[config.mk]
export PLATFORM = sky130hd
export DESIGN_NAME = mem_arbiter
export DESIGN_NICKNAME = d
export VERILOG_FILES = /design/src/rtl/rv32i_types.sv /design/src/rtl/mem_arb_select.sv /design/src/rtl/mem_arbiter.sv
export SDC_FILE = /design/constraint.sdc
export NUM_CORES = 1
export LEC_CHECK = 0
export ABC_AREA = 1
export ABC_CLOCK_PERIOD_IN_PS = 11300
export BUFFER_PORTS_ARGS = -buffer_cell sky130_fd_sc_hd__buf_2
export CAP_MARGIN = 20
export CORE_AREA = 3 3 533 535
export DETAILED_ROUTE_END_ITERATION = 12
export DIE_AREA = 0 0 536 538
export GPL_ROUTABILITY_DRIVEN = 1
export RECOVER_POWER = 50
export REMOVE_ABC_BUFFERS = 1
export SLEW_MARGIN = 20
export SYNTH_ARGS = -nofsm -noshare
export SYNTH_HDL_FRONTEND = slang
export SYNTH_SLANG_ARGS = --single-unit
export TNS_END_PERCENT = 50
[constraint.sdc]
create_clock -name clk -period 11.3 [get_ports clk]
set_input_delay 0.565 -clock clk [delete_from_list [all_inputs] [get_ports clk]]
set_output_delay 0.565 -clock clk [all_outputs]
set_load 0.01 [all_outputs]
[src/rtl/rv32i_types.sv]
// Shared types for the RV32I memory subsystem: arbiter FSM states, port owner, cache line.
package rv32i_types;

  typedef enum logic [1:0] {
    ARB_IDLE    = 2'd0,
    ARB_SERVE_I = 2'd1,
    ARB_SERVE_D = 2'd2
  } mem_arb_state_t;

  typedef enum logic {
    ARB_OWNER_I = 1'b0,
    ARB_OWNER_D = 1'b1
  } mem_arb_owner_t;

  typedef logic [255:0] rv32i_line;

endpackage

[src/rtl/mem_arb_select.sv]
// Grant decision for the I/D memory arbiter. MEM_ARB_ROUND_ROBIN_EN adds a last-owner
// register that breaks simultaneous-request ties in favour of the side not served last.
module mem_arb_select
  import rv32i_types::*;
(
`ifdef MEM_ARB_ROUND_ROBIN_EN
  input  logic           clk,
  input  logic           rst,
  input  logic           take,
`endif
  input  logic           i_req,
  input  logic           d_req,
  output logic           grant,
  output mem_arb_owner_t owner
);

`ifdef MEM_ARB_ROUND_ROBIN_EN
  mem_arb_owner_t last_owner;

  always_comb begin
    grant = i_req | d_req;
    owner = ARB_OWNER_I;
    if (i_req && d_req) begin
      owner = (last_owner == ARB_OWNER_I) ? ARB_OWNER_D : ARB_OWNER_I;
    end else if (d_req) begin
      owner = ARB_OWNER_D;
    end
  end

  // Only a grant actually taken in IDLE moves the tie-break pointer.
  always_ff @(posedge clk or posedge rst) begin
    if (rst) begin
      last_owner <= ARB_OWNER_I;
    end else if (take && grant) begin
      last_owner <= owner;
    end
  end
`else
  always_comb begin
    grant = i_req | d_req;
    owner = d_req ? ARB_OWNER_D : ARB_OWNER_I;
  end
`endif

endmodule

[src/rtl/mem_arbiter.sv]
// Registered-grant arbiter sharing one line-granular memory port between I and D caches.
// Optional macro MEM_ARB_ROUND_ROBIN_EN switches tie-breaking from fixed D priority to alternating.
module mem_arbiter
  import rv32i_types::*;
#(
  parameter int ADDR_W = 32,
  parameter int LINE_W = 256
) (
  input  logic              clk,
  input  logic              rst,
  input  logic              i_read,
  input  logic [ADDR_W-1:0] i_addr,
  output logic [LINE_W-1:0] i_rdata,
  output logic              i_resp,
  input  logic              d_read,
  input  logic              d_write,
  input  logic [ADDR_W-1:0] d_addr,
  input  logic [LINE_W-1:0] d_wdata,
  output logic [LINE_W-1:0] d_rdata,
  output logic              d_resp,
  output logic              mem_read,
  output logic              mem_write,
  output logic [ADDR_W-1:0] mem_addr,
  output logic [LINE_W-1:0] mem_wdata,
  input  logic [LINE_W-1:0] mem_rdata,
  input  logic              mem_resp
);

  localparam logic [1:0] ST_IDLE    = ARB_IDLE;
  localparam logic [1:0] ST_SERVE_I = ARB_SERVE_I;
  localparam logic [1:0] ST_SERVE_D = ARB_SERVE_D;

  logic [1:0]        state;
  logic [ADDR_W-1:0] addr_q;
  logic [LINE_W-1:0] wdata_q;
  logic              op_write;

  logic              d_req;
  logic              grant;
  mem_arb_owner_t    owner;
  logic              own_i;
  logic              own_d;

  assign d_req = d_read | d_write;

  mem_arb_select u_select (
`ifdef MEM_ARB_ROUND_ROBIN_EN
    .clk   (clk),
    .rst   (rst),
    .take  (state == ST_IDLE),
`endif
    .i_req (i_read),
    .d_req (d_req),
    .grant (grant),
    .owner (owner)
  );

  // Latched address/data/op drive memory, so requester changes mid-transaction are ignored.
  always_ff @(posedge clk or posedge rst) begin
    if (rst) begin
      state    <= ST_IDLE;
      addr_q   <= '0;
      wdata_q  <= '0;
      op_write <= 1'b0;
    end else begin
      case (state)
        ST_IDLE: begin
          if (grant) begin
            if (owner == ARB_OWNER_D) begin
              state    <= ST_SERVE_D;
              addr_q   <= d_addr;
              op_write <= d_write;
              if (d_write) begin
                wdata_q <= d_wdata;
              end
            end else begin
              state    <= ST_SERVE_I;
              addr_q   <= i_addr;
              op_write <= 1'b0;
            end
          end
        end
        ST_SERVE_I, ST_SERVE_D: begin
          if (mem_resp) begin
            state <= ST_IDLE;
          end
        end
        default: state <= ST_IDLE;
      endcase
    end
  end

  // Strobes decode the registered state only, so an async reset drops them immediately.
  always_comb begin
    own_i     = (state == ST_SERVE_I);
    own_d     = (state == ST_SERVE_D);
    mem_read  = (own_i | own_d) & ~op_write;
    mem_write = (own_i | own_d) & op_write;
    mem_addr  = addr_q;
    mem_wdata = wdata_q;
    i_resp    = mem_resp & own_i;
    d_resp    = mem_resp & own_d;
    i_rdata   = own_i ? mem_rdata : '0;
    d_rdata   = own_d ? mem_rdata : '0;
  end

endmodule
; ---- Yosys cells after proc, flatten, opt, wreduce, memory -nomap -nowiden
; Cells that the tools add are included.
[totals]
register_bits = 291
in_bits = 582
[op_classes]
eq_ne = 4
mux = 9
bitwise = 8
reduce_logical = 5
[op_table]
columns = operator, count
row1 = 256-bit two-way mux, 2
row2 = 32-bit two-way mux, 1
row3 = 2-bit two-way mux, 3
row4 = 1-bit bitwise AND, 4
row5 = "2-bit inequality test, second input constant", 2
row6 = 2-bit one-hot mux with 2 select lines, 1
row7 = 2-bit AND reduction, 2
row8 = 4-bit AND reduction, 1
row9 = 1-bit bitwise OR, 3
row10 = "2-bit by 1-bit == test with 1-bit output, second input constant", 1
row11 = "2-bit == test, second input constant", 1
row12 = 2-bit zero test, 1
row13 = 1-bit two-way mux, 2
row14 = 2-bit OR reduction, 1
row15 = 1-bit NOT, 1

; ---- Logic depth before layout (Yosys ltp)
[depth]
word_depth = 5
ltp_mapped = 8
mapped_depth_nobuf = 6

; ---- Hierarchy
; From an unflattened synthesis, not the netlist that was laid out.
[hier_totals]
hier_cells = 2470
hier_area_um2 = 16091.7
[modules_own_cells]
columns = mod, instances, cells_per_inst, area_each_um2
row1 = mem_arbiter, 1, 2466, 16072.9
row2 = mem_arb_select, 1, 4, 18.8

; ---- Worst setup path before layout
; Ideal clock, no wire load.
[synth_path]
path_type = register to output
startpoint = reg state[0]
endpoint = out d_rdata[107]
t_arrival_ns = 1.433
slack_ns = 9.302
stages_incl_launch_ff = 8
n_path_buf = 3
cell_sequence = dfrtp_1 > inv_1 > ha_1 > clkbuf_1 > clkbuf_1 > clkbuf_1 > nand2_1 > inv_1
[synth_via]
elab_chain_len = 2
[synth_rtl]
columns = element, line
row1 = "start, declared", mem_arbiter.sv:33  ; logic [1:0] state;
row2 = "start signal, assigned", mem_arbiter.sv:61  ; state <= ST_IDLE;
row3 = "start signal, assigned", mem_arbiter.sv:70  ; state <= ST_SERVE_D;
row4 = "start signal, assigned", mem_arbiter.sv:77  ; state <= ST_SERVE_I;
row5 = 2-bit == test, mem_arbiter.sv:96  ; own_d = (state == ST_SERVE_D);
row6 = 256-bit two-way mux, mem_arbiter.sv:104  ; d_rdata = own_d ? mem_rdata : '0;
row7 = "end, declared", mem_arbiter.sv:19  ; output logic [LINE_W-1:0] d_rdata,
; No other way between the ends.

; ---- Final worst setup path
[layout_path]
startpoint = reg state[0]
endpoint = reg wdata_q[176] (netlist: mem_wdata[176])
[layout_via]
elab_chain_len = 2
[layout_rtl]
columns = element, line
row1 = 2-bit zero test, mem_arbiter.sv:66  ; case (state)
row2 = 4-bit AND reduction (no source line), -
row3 = "end signal, assigned", mem_arbiter.sv:74  ; wdata_q <= d_wdata;
row4 = "end, declared", mem_arbiter.sv:35  ; logic [LINE_W-1:0] wdata_q;
; No other way between the ends.
; A chain may end at the register's enable or synchronous reset.

==> impl_metrics.toml <==
[timing]
max_freq_ghz = 0.163
tightestPinTransition_ns = 4.72
period_needed_ns = 6.15
setup_viol = 0
setup_tns_ns = 0
hold_viol = 0
hold_ws_ns = 0.188
rsz0062_at_grt = "no"
skew_ns = 0.0281
slew-limit-headroom_pct = -216
fin_crit_sh_pct = 54.4
slew_violations = 274
layout_setup_ws_ns = 5.15

[place]
place.gp.congestion = 1.05
post_dp_cell_area_sq_mm = 0.0274
post-dp-hpwl_mm = 255
io_buffers = 1385
dp_slack_ns = 7.45
placed_cells = 7439

[clock_network]
postCtsHoldBufs = 0
cts_root_buffer = "clkbuf_16"
clockBufferDepth = 3
clk_latency_ns = 0.61
cts_inserted_buffers = 38
clkTransAtPathRegs_ns = 0.06
htree_levels = 2
cts_setup_buffers = 0
tritoncts = "built"
cts.sinks = 291
post_cts_resized = 0

[final_layout]
fillers = 33300
fin_nets = 4341
final_common_cell = "nand2_1"
fin_util_pct = 10.2
stdcell_area_sq_mm = 0.0286
area_delta_synth_final_pct = 74.4
stdcell_count = 7641
drive_gt1_share_pct = 30.4
final_cell_mix = "nand2_1 (1,229), buf_2 (1,066), inv_1 (522)"

[hold_path]
worstHoldStart = "d_wdata[243]"
hold_depth = 3
min_to = "mem_wdata[243]"
min_path_type = "input pin to flop"

[grt]
grt.overflow.total = 0
grt_pass1_wl_mm = 321
grt_antenna_before_repair = 396
grt_max_degree = 196
grt.total_usage_pct = 18.5
grt_pass1_vias = 20500

[worst_setup_path]
r2r_cells = 7
cp_top_family = "buffers and inverters"
regToRegSetupSlack_ns = 5.15
worstReg2RegStart = "state[0]"
critPathLaunchType = "flop"
cp_cell_sequence = "inv_1 -> ha_1 -> clkbuf_1 -> clkbuf_1 -> buf_4 -> nand4_1 -> nand2_1"
critical_path_class = "flop to flop"
cp_max_fo = 87
cp.arrival_ns = 6.69
cp-end-kind = "flop"
worstSetupStartpoint = "state[0]"
path_buf_inv = 4
worst_path_most_repeated_cell = "clkbuf_1"
critPathMaxStageDelay_ns = 2.20
worst_path_max_delay_cell = "clkbuf_1"
reg2reg_to = "mem_wdata[176]"
cp.required_ns = 11.84

[yosys]
synth_xor_area_share_pct = 0
syn_avg_cell_area_sq_um = 6.58
synth_area_leaders = "dfrtp_1 (44%), nand2_1 (28%), inv_1 (12%)"
ys_seq_area_share_pct = 44.4
synthAdderAreaFrac_pct = 0.229
yosysTopAreaCell = "dfrtp_1"
synth_top_family_by_area = "simple AND/OR/NAND/NOR gates"
synth.cell_area_sq_mm = 0.0164
synth_compound_area_share_pct = 0
synth_warnings = 0
netlist.area_leader.share_pct = 44.4
synthMuxAreaShare_pct = 0
synth.distinct_cells = 14
synth_cells = 2494
synthSimpleGateAreaFrac_pct = 38.2
synth_seq_cells = 291

[outcome]
outcome = "finished with violations"
violations = "max-capacitance violations, max-slew violations"

[floorplan]
die_x_microns = 536
io_pins = 1386
row_count = 194
fp.dieH_microns = 538
die_area_sq_mm = 0.288
core_sq_mm = 0.279
initial_core_util_pct = 5.87

[drt]
routedWlPerCell_microns = 36.6
drt_iter0_markers = 2127
remaining_drc_errors = 0
post_drt_via_cell_ratio = 3.08
vias = 23500
wirelength_mm = 280
first_pass_iters = 7
antenna_left = 0

[power]
p_leak_nw = 17.7
powerDensity_mw_per_mm2 = 252
peakVddDrop_v = 0.000189
finalPower_mw = 7.22

[job]
drv_cap = 5
[flip-flops by register name (all words and copies together), names as in the netlist]
register   count
mem_wdata    256
op_write       1
mem_addr      32
state          2
[per-layer routing]
| metal | track usage [%] | up-vias | share of wire (%) |
|---|---|---|---|
| met1 | 24.1 | 10900 | 42 |
| met5 | 0 | - | 0.26 |
| met4 | 3.22 | 108 | 2.8 |
| met3 | 13.5 | 587 | 19 |
| li1 | - | 10100 | - |
| met2 | 24.1 | 1873 | 36 |
[worst max-delay path by stage]
stage                          end  slack, ns  cells past startpoint
floorplan             mem_wdata[0]       1.01                      5
global placement      i_rdata[253]       7.42                      7
detailed placement    i_rdata[253]       7.45                      7
CTS                   i_rdata[253]       6.77                      7
global route        mem_wdata[214]       4.89                      7
finish              mem_wdata[176]       5.15                      7
[power by group]
group	internal [mW]	switching (mW)	total, mW
Combinational	0.881	3.22	4.10
Clock	0.745	0.550	1.29
Sequential	1.54	0.284	1.82
[cells in the mapped netlist]
library cell	number
buf_2	74
inv_1	524
nand4_1	257
nand2_1	1229
nor2_8	1
nand3_2	1
dfrtp_1	291
nand3_1	2
nand2_2	1
ha_1	3
clkbuf_1	57
buf_4	19
buf_1	34
nor2_1	1
[logic make-up after synthesis]
kind of cell	count (synthesis)
simple gates	1492
buf+inv	708
flops	291
fa+ha+maj	3
[worst min-delay path, stage by stage]
cell	delay, ns
buf_2	0.08
nand4_1	0.07
nand2_1	0.06
[cell type report]
type                    instances  area (sq um)  share of cell area (%)
flip-flops and latches        291          7280                    25.4
well taps                    3724          4660                    16.3
repair buffers               1406          6760                    23.6
multi-input cells            1495          6330                    22.1
clock inverters                13           204                   0.712
clock buffers                  51          1080                    3.77
diodes                        137           343                    1.20
inverters                     524          1970                    6.87
Note: power is estimated with default switching activity, not from simulation.
